$ cat config.mk
export PLATFORM = sky130hd
export DESIGN_NAME = ram32x4_controller
export DESIGN_NICKNAME = d
export VERILOG_FILES = /design/src/rtl/ram32x4_controller.sv
export SDC_FILE = /design/constraint.sdc
export NUM_CORES = 1
export LEC_CHECK = 0
export CAP_MARGIN = 20
export CORE_UTILIZATION = 40
export CTS_CLUSTER_DIAMETER = 50
export DETAILED_ROUTE_END_ITERATION = 8
export GPL_TIMING_DRIVEN = 0
export PLACE_DENSITY = 0.72
export SLEW_MARGIN = 10
export SYNTH_ARGS = -nofsm -noshare
export SYNTH_HDL_FRONTEND = slang
export SYNTH_SLANG_ARGS = --single-unit
$ cat constraint.sdc
create_clock -name clk -period 2 [get_ports clk]
set_input_delay 0.4 -clock clk [delete_from_list [all_inputs] [get_ports clk]]
set_output_delay 0.4 -clock clk [all_outputs]
set_load 0.01 [all_outputs]
$ cat src/rtl/ram32x4_controller.sv
// Initiator-side controller for a registered-input single-port RAM.
// Serves client read/write requests and can sweep CLEAR_VALUE into every word.
module ram32x4_controller #(
  parameter int                ADDR_W       = 5,
  parameter int                DATA_W       = 4,
  parameter int                READ_LATENCY = 1,
  parameter logic [DATA_W-1:0] CLEAR_VALUE  = '0
) (
  input  logic              clk,
  input  logic              reset_n,
  input  logic              req_valid,
  output logic              req_ready,
  input  logic              req_write,
  input  logic [ADDR_W-1:0] req_addr,
  input  logic [DATA_W-1:0] req_data,
  output logic              rsp_valid,
  output logic [DATA_W-1:0] rsp_data,
  input  logic              clear_start,
  output logic              clear_done,
  output logic              busy,
  output logic [ADDR_W-1:0] mem_address,
  output logic [DATA_W-1:0] mem_din,
  output logic              mem_wren,
  input  logic [DATA_W-1:0] mem_dout
);

  localparam int                WAIT_W    = (READ_LATENCY > 1) ? $clog2(READ_LATENCY) : 1;
  localparam logic [WAIT_W-1:0] WAIT_LAST = WAIT_W'(READ_LATENCY - 1);
  localparam logic [ADDR_W-1:0] ADDR_LAST = '1;

  typedef enum logic [1:0] {
    IDLE      = 2'd0,
    READ_WAIT = 2'd1,
    CLEAR     = 2'd2
  } state_e;

  state_e            state_q,      state_d;
  logic [WAIT_W-1:0] wait_cnt_q,   wait_cnt_d;
  logic [ADDR_W-1:0] clr_cnt_q,    clr_cnt_d;
  logic [ADDR_W-1:0] rd_addr_q,    rd_addr_d;
  logic              rsp_valid_q,  rsp_valid_d;
  logic [DATA_W-1:0] rsp_data_q,   rsp_data_d;
  logic              clear_done_q, clear_done_d;
  logic              ready_int;
  logic              wren_int;

  always_comb begin
    state_d      = state_q;
    wait_cnt_d   = wait_cnt_q;
    clr_cnt_d    = clr_cnt_q;
    rd_addr_d    = rd_addr_q;
    rsp_valid_d  = 1'b0;
    rsp_data_d   = rsp_data_q;
    clear_done_d = 1'b0;
    ready_int    = 1'b0;
    wren_int     = 1'b0;
    mem_address  = req_addr;
    mem_din      = req_data;

    case (state_q)
      IDLE: begin
        // A pending clear_start masks ready, so a simultaneous request simply waits.
        ready_int = !clear_start;
        wren_int  = req_valid && ready_int && req_write;
        if (clear_start) begin
          state_d   = CLEAR;
          clr_cnt_d = '0;
        end else if (req_valid && !req_write) begin
          state_d    = READ_WAIT;
          wait_cnt_d = '0;
          rd_addr_d  = req_addr;
        end
      end

      READ_WAIT: begin
        // Keep presenting the read address so deeper-latency RAMs stay on it.
        mem_address = rd_addr_q;
        wait_cnt_d  = wait_cnt_q + WAIT_W'(1);
        if (wait_cnt_q == WAIT_LAST) begin
          state_d     = IDLE;
          rsp_valid_d = 1'b1;
          rsp_data_d  = mem_dout;
        end
      end

      CLEAR: begin
        mem_address = clr_cnt_q;
        mem_din     = CLEAR_VALUE;
        wren_int    = 1'b1;
        clr_cnt_d   = clr_cnt_q + ADDR_W'(1);
        if (clr_cnt_q == ADDR_LAST) begin
          state_d      = IDLE;
          clear_done_d = 1'b1;
        end
      end

      default: begin
        state_d = IDLE;
      end
    endcase
  end

  always_ff @(posedge clk) begin
    if (!reset_n) begin
      state_q      <= IDLE;
      wait_cnt_q   <= '0;
      clr_cnt_q    <= '0;
      rd_addr_q    <= '0;
      rsp_valid_q  <= 1'b0;
      rsp_data_q   <= '0;
      clear_done_q <= 1'b0;
    end else begin
      state_q      <= state_d;
      wait_cnt_q   <= wait_cnt_d;
      clr_cnt_q    <= clr_cnt_d;
      rd_addr_q    <= rd_addr_d;
      rsp_valid_q  <= rsp_valid_d;
      rsp_data_q   <= rsp_data_d;
      clear_done_q <= clear_done_d;
    end
  end

  // Gating with reset_n keeps the RAM untouched for the whole reset window.
  assign req_ready  = ready_int && reset_n;
  assign mem_wren   = wren_int && reset_n;
  assign rsp_valid  = rsp_valid_q;
  assign rsp_data   = rsp_data_q;
  assign clear_done = clear_done_q;
  assign busy       = (state_q != IDLE);

endmodule

==> results.toml <==
[status]
status = "completed"

[floorplan]
die_h_um = 52.5
initial_core_util = 0.443
io_pins = 36
die_w_um = 52.5
dieArea_um2 = 2750
row_count = 17
fp.coreArea_um2 = 2300

[power_and_ir_drop]
ir_drop_mv = 0.441
leakagePower_nw = 0.600
p_sw_uw = 308
p_sw_frac = 0.321
power_uw = 960
p_seq_frac = 0.426
p_comb_frac = 0.374
power.density_nw_per_um2 = 651
power_frac_clock = 0.200
p_int_uw = 651

[drt]
ant_nets = 0
wl_mm = 2.46
drc = 0
wl_per_cell_um = 13.7
drt_iter0_drc = 35
drt-pass1-iter-count = 4
vias = 964
routed_via_density = 5.36

[timing]
setup-violations-final = 0
drv_slew = 0
period_needed_ns = 1.88
finalCritPeriodShare = 0.940
tightest_slew_ns = 0.467
finalSetupTns_ns = 0
relSlewSlack = 0.679
skew_ns = 0.00116
max_freq_mhz = 532
hold_viol_final = 0
grt_setup_unrepaired = "false"
fin_ws_ns = 0.121

[synthesis]
netlist_area_um2 = 1020
seq_area_frac_synth = 0.373
syn_inst = 113
ys_top_cells_by_area = "dfxtp_1, mux2i_1, nor2_1"
syn_avg_cell_area_um2 = 9.01
yosysTopAreaCellShare = 0.373
syn_nets = 136
ys_ff_latch = 19
ys_warn_count = 0
ys_types = 32
yosys.area.top_type = "dfxtp_1"

[cts]
h-tree-depth = 1
clock_latency_ns = 0.29
clkTransAtPathRegs_ns = 0.10
cts_buffer_depth = 2
cts_sinks = 19
cts_buffers = 3
cts_hold_buffers = 0
cts_root_buf = "clkbuf_4"
cts_tree = "done"

[min_path]
min_path_cells = 2
min_path_type = "reg -> reg"

[worst_setup_path]
critPathMaxFanout = 10
crit_arrival_ns = 1.48
start_kind = "flop"
r2r_cells = 6
crit_path_end_kind = "output port"
required_ns = 1.60
critPathKind = "reg -> out"

[grt]
grt_max_degree = 11
grtUsageTotal = 0.208
gr-total-overflow = 0
antenna_found_initial = 0
grt_pass1_wl_mm = 4.19
grt_pass1_vias = 904

[placement]
dp_slack_ns = -0.680
gp_congestion = 0.792
hpwl_mm = 1.85
port_buffers = 35

[layout]
final_layout_size_suffix_gt1_frac = 0.224
nets = 176
num_antenna_cells = 0
fillCellCount = 205
area_delta_synth_final_pct = 44.7

[job]
max_cap_violations = 0
[per-layer routing]
layer | track usage | up-vias | wire length (um) | part of all wire
li1 | - | 485 | - | -
met1 | 0.276 | 451 | 1100 | 0.45
met2 | 0.327 | 26 | 1250 | 0.51
met3 | 0.0638 | 2 | 106 | 0.043
met4 | 0.0482 | 0 | 15 | 0.0061
met5 | 0 | - | 0 | 0
[area by class of cell]
cell class	instances	area [um^2]	share of cell area
Buffer	6	60.1	0.0407
Clock buffer	4	26.3	0.0178
Inverter	5	25.0	0.0170
Multi-Input combinational cell	81	617	0.419
Sequential cell	19	385	0.261
Tap cell	28	35.0	0.0238
Timing Repair Buffer	37	325	0.221
[registers in the layout, summed over array words and instances (netlist names)]
name / count
rsp_valid: 1
clear_done: 1
wait_cnt_q: 1
rd_addr_q: 5
rsp_data: 4
state_q: 2
clr_cnt_q: 5
[stage by stage]
stage	utilization	instance area [um^2]	hold slack, ns	cells
finish	0.642	1470	0.501	180
global route	0.642	1470	0.533	180
CTS	0.641	1470	0.509	180
detailed placement	0.611	1400	0.484	176
global placement	0.611	1400	0.473	176
floorplan	-	1020	0.461	113
[worst max-delay path, stage by stage, from the launching register on]
cell and delay [ns]:
dfxtp_2 0.37, inv_2 0.06, ha_1 0.19, buf_6 0.15, a22oi_2 0.18, a21oi_1 0.09, buf_2 0.15
[power by group through the flow]
stage               sequential (mW)  combinational [mW]  clock, mW
finish                        0.409               0.359      0.192
detailed placement            0.414               0.359          0
CTS                           0.407               0.360      0.203
global placement              0.412               0.352          0
global route                  0.411               0.391      0.221
floorplan                     0.413               0.189          0
[repair_timing]
item	CTS	global route
setup buffers	2	0
pin swaps	1	1
endpoints found under the setup margin	12	8
gates resized for setup	34	16
gates cloned	0	0
[cells by family (layout without fill, tap and decap cells)]
| family | count (synthesis) | after routing | share of synthesized area |
|---|---|---|---|
| mux | 10 | 10 | 0.0983 |
| fa+ha+maj | 5 | 5 | 0.0614 |
| flops | 19 | 19 | 0.373 |
| compound gates | 25 | 25 | 0.177 |
| buf+inv | 13 | 52 | 0.0749 |
| simple gates | 41 | 41 | 0.215 |
[synthesized netlist by cell type (all sizes together)]
cell type,count
dfxtp,19
nor2,18
mux2i,10
a21oi,8
nor2b,7
buf,6
a22oi,5
ha,5
inv,5
and3,3
nand2,3
a31oi,2
a32oi,2
clkbuf,2
nand2b,2
nand3,2
nand3b,2
o21ai,2
a221oi,1
a222oi,1
a22o,1
a32o,1
and2,1
and2b,1
and4bb,1
nand4b,1
o221a,1
o32ai,1
[layout by cell type, fill, tap and decap left out, types with 2 or more instances in the layout]
cell type	n
clkbuf_4	4
ha_1	3
mux2i_1	10
buf_2	2
a21oi_1	7
buf_4	3
dlygate4sd2_1	8
nor2_1	18
a31oi_1	2
ha_4	2
a32oi_1	2
buf_6	4
nand2_1	3
clkdlybuf4s50_1	21
a22oi_2	3
a22oi_1	2
nand3b_1	2
dfxtp_1	17
o21ai_0	2
clkbuf_2	4
and3_1	3
nor2b_1	6
nand3_1	2
inv_1	2
[final timing paths]
kind	start	end	slack, ns
setup / recovery	state_q[1]	mem_address[0]	0.12
hold / removal	rsp_data[0]	rsp_data[0]	0.50
setup reg to reg	clr_cnt_q[0]	state_q[0]	0.38
hold reg to reg	rsp_data[0]	rsp_data[0]	0.50
No activity file was read; power rests on OpenSTA's default activity.
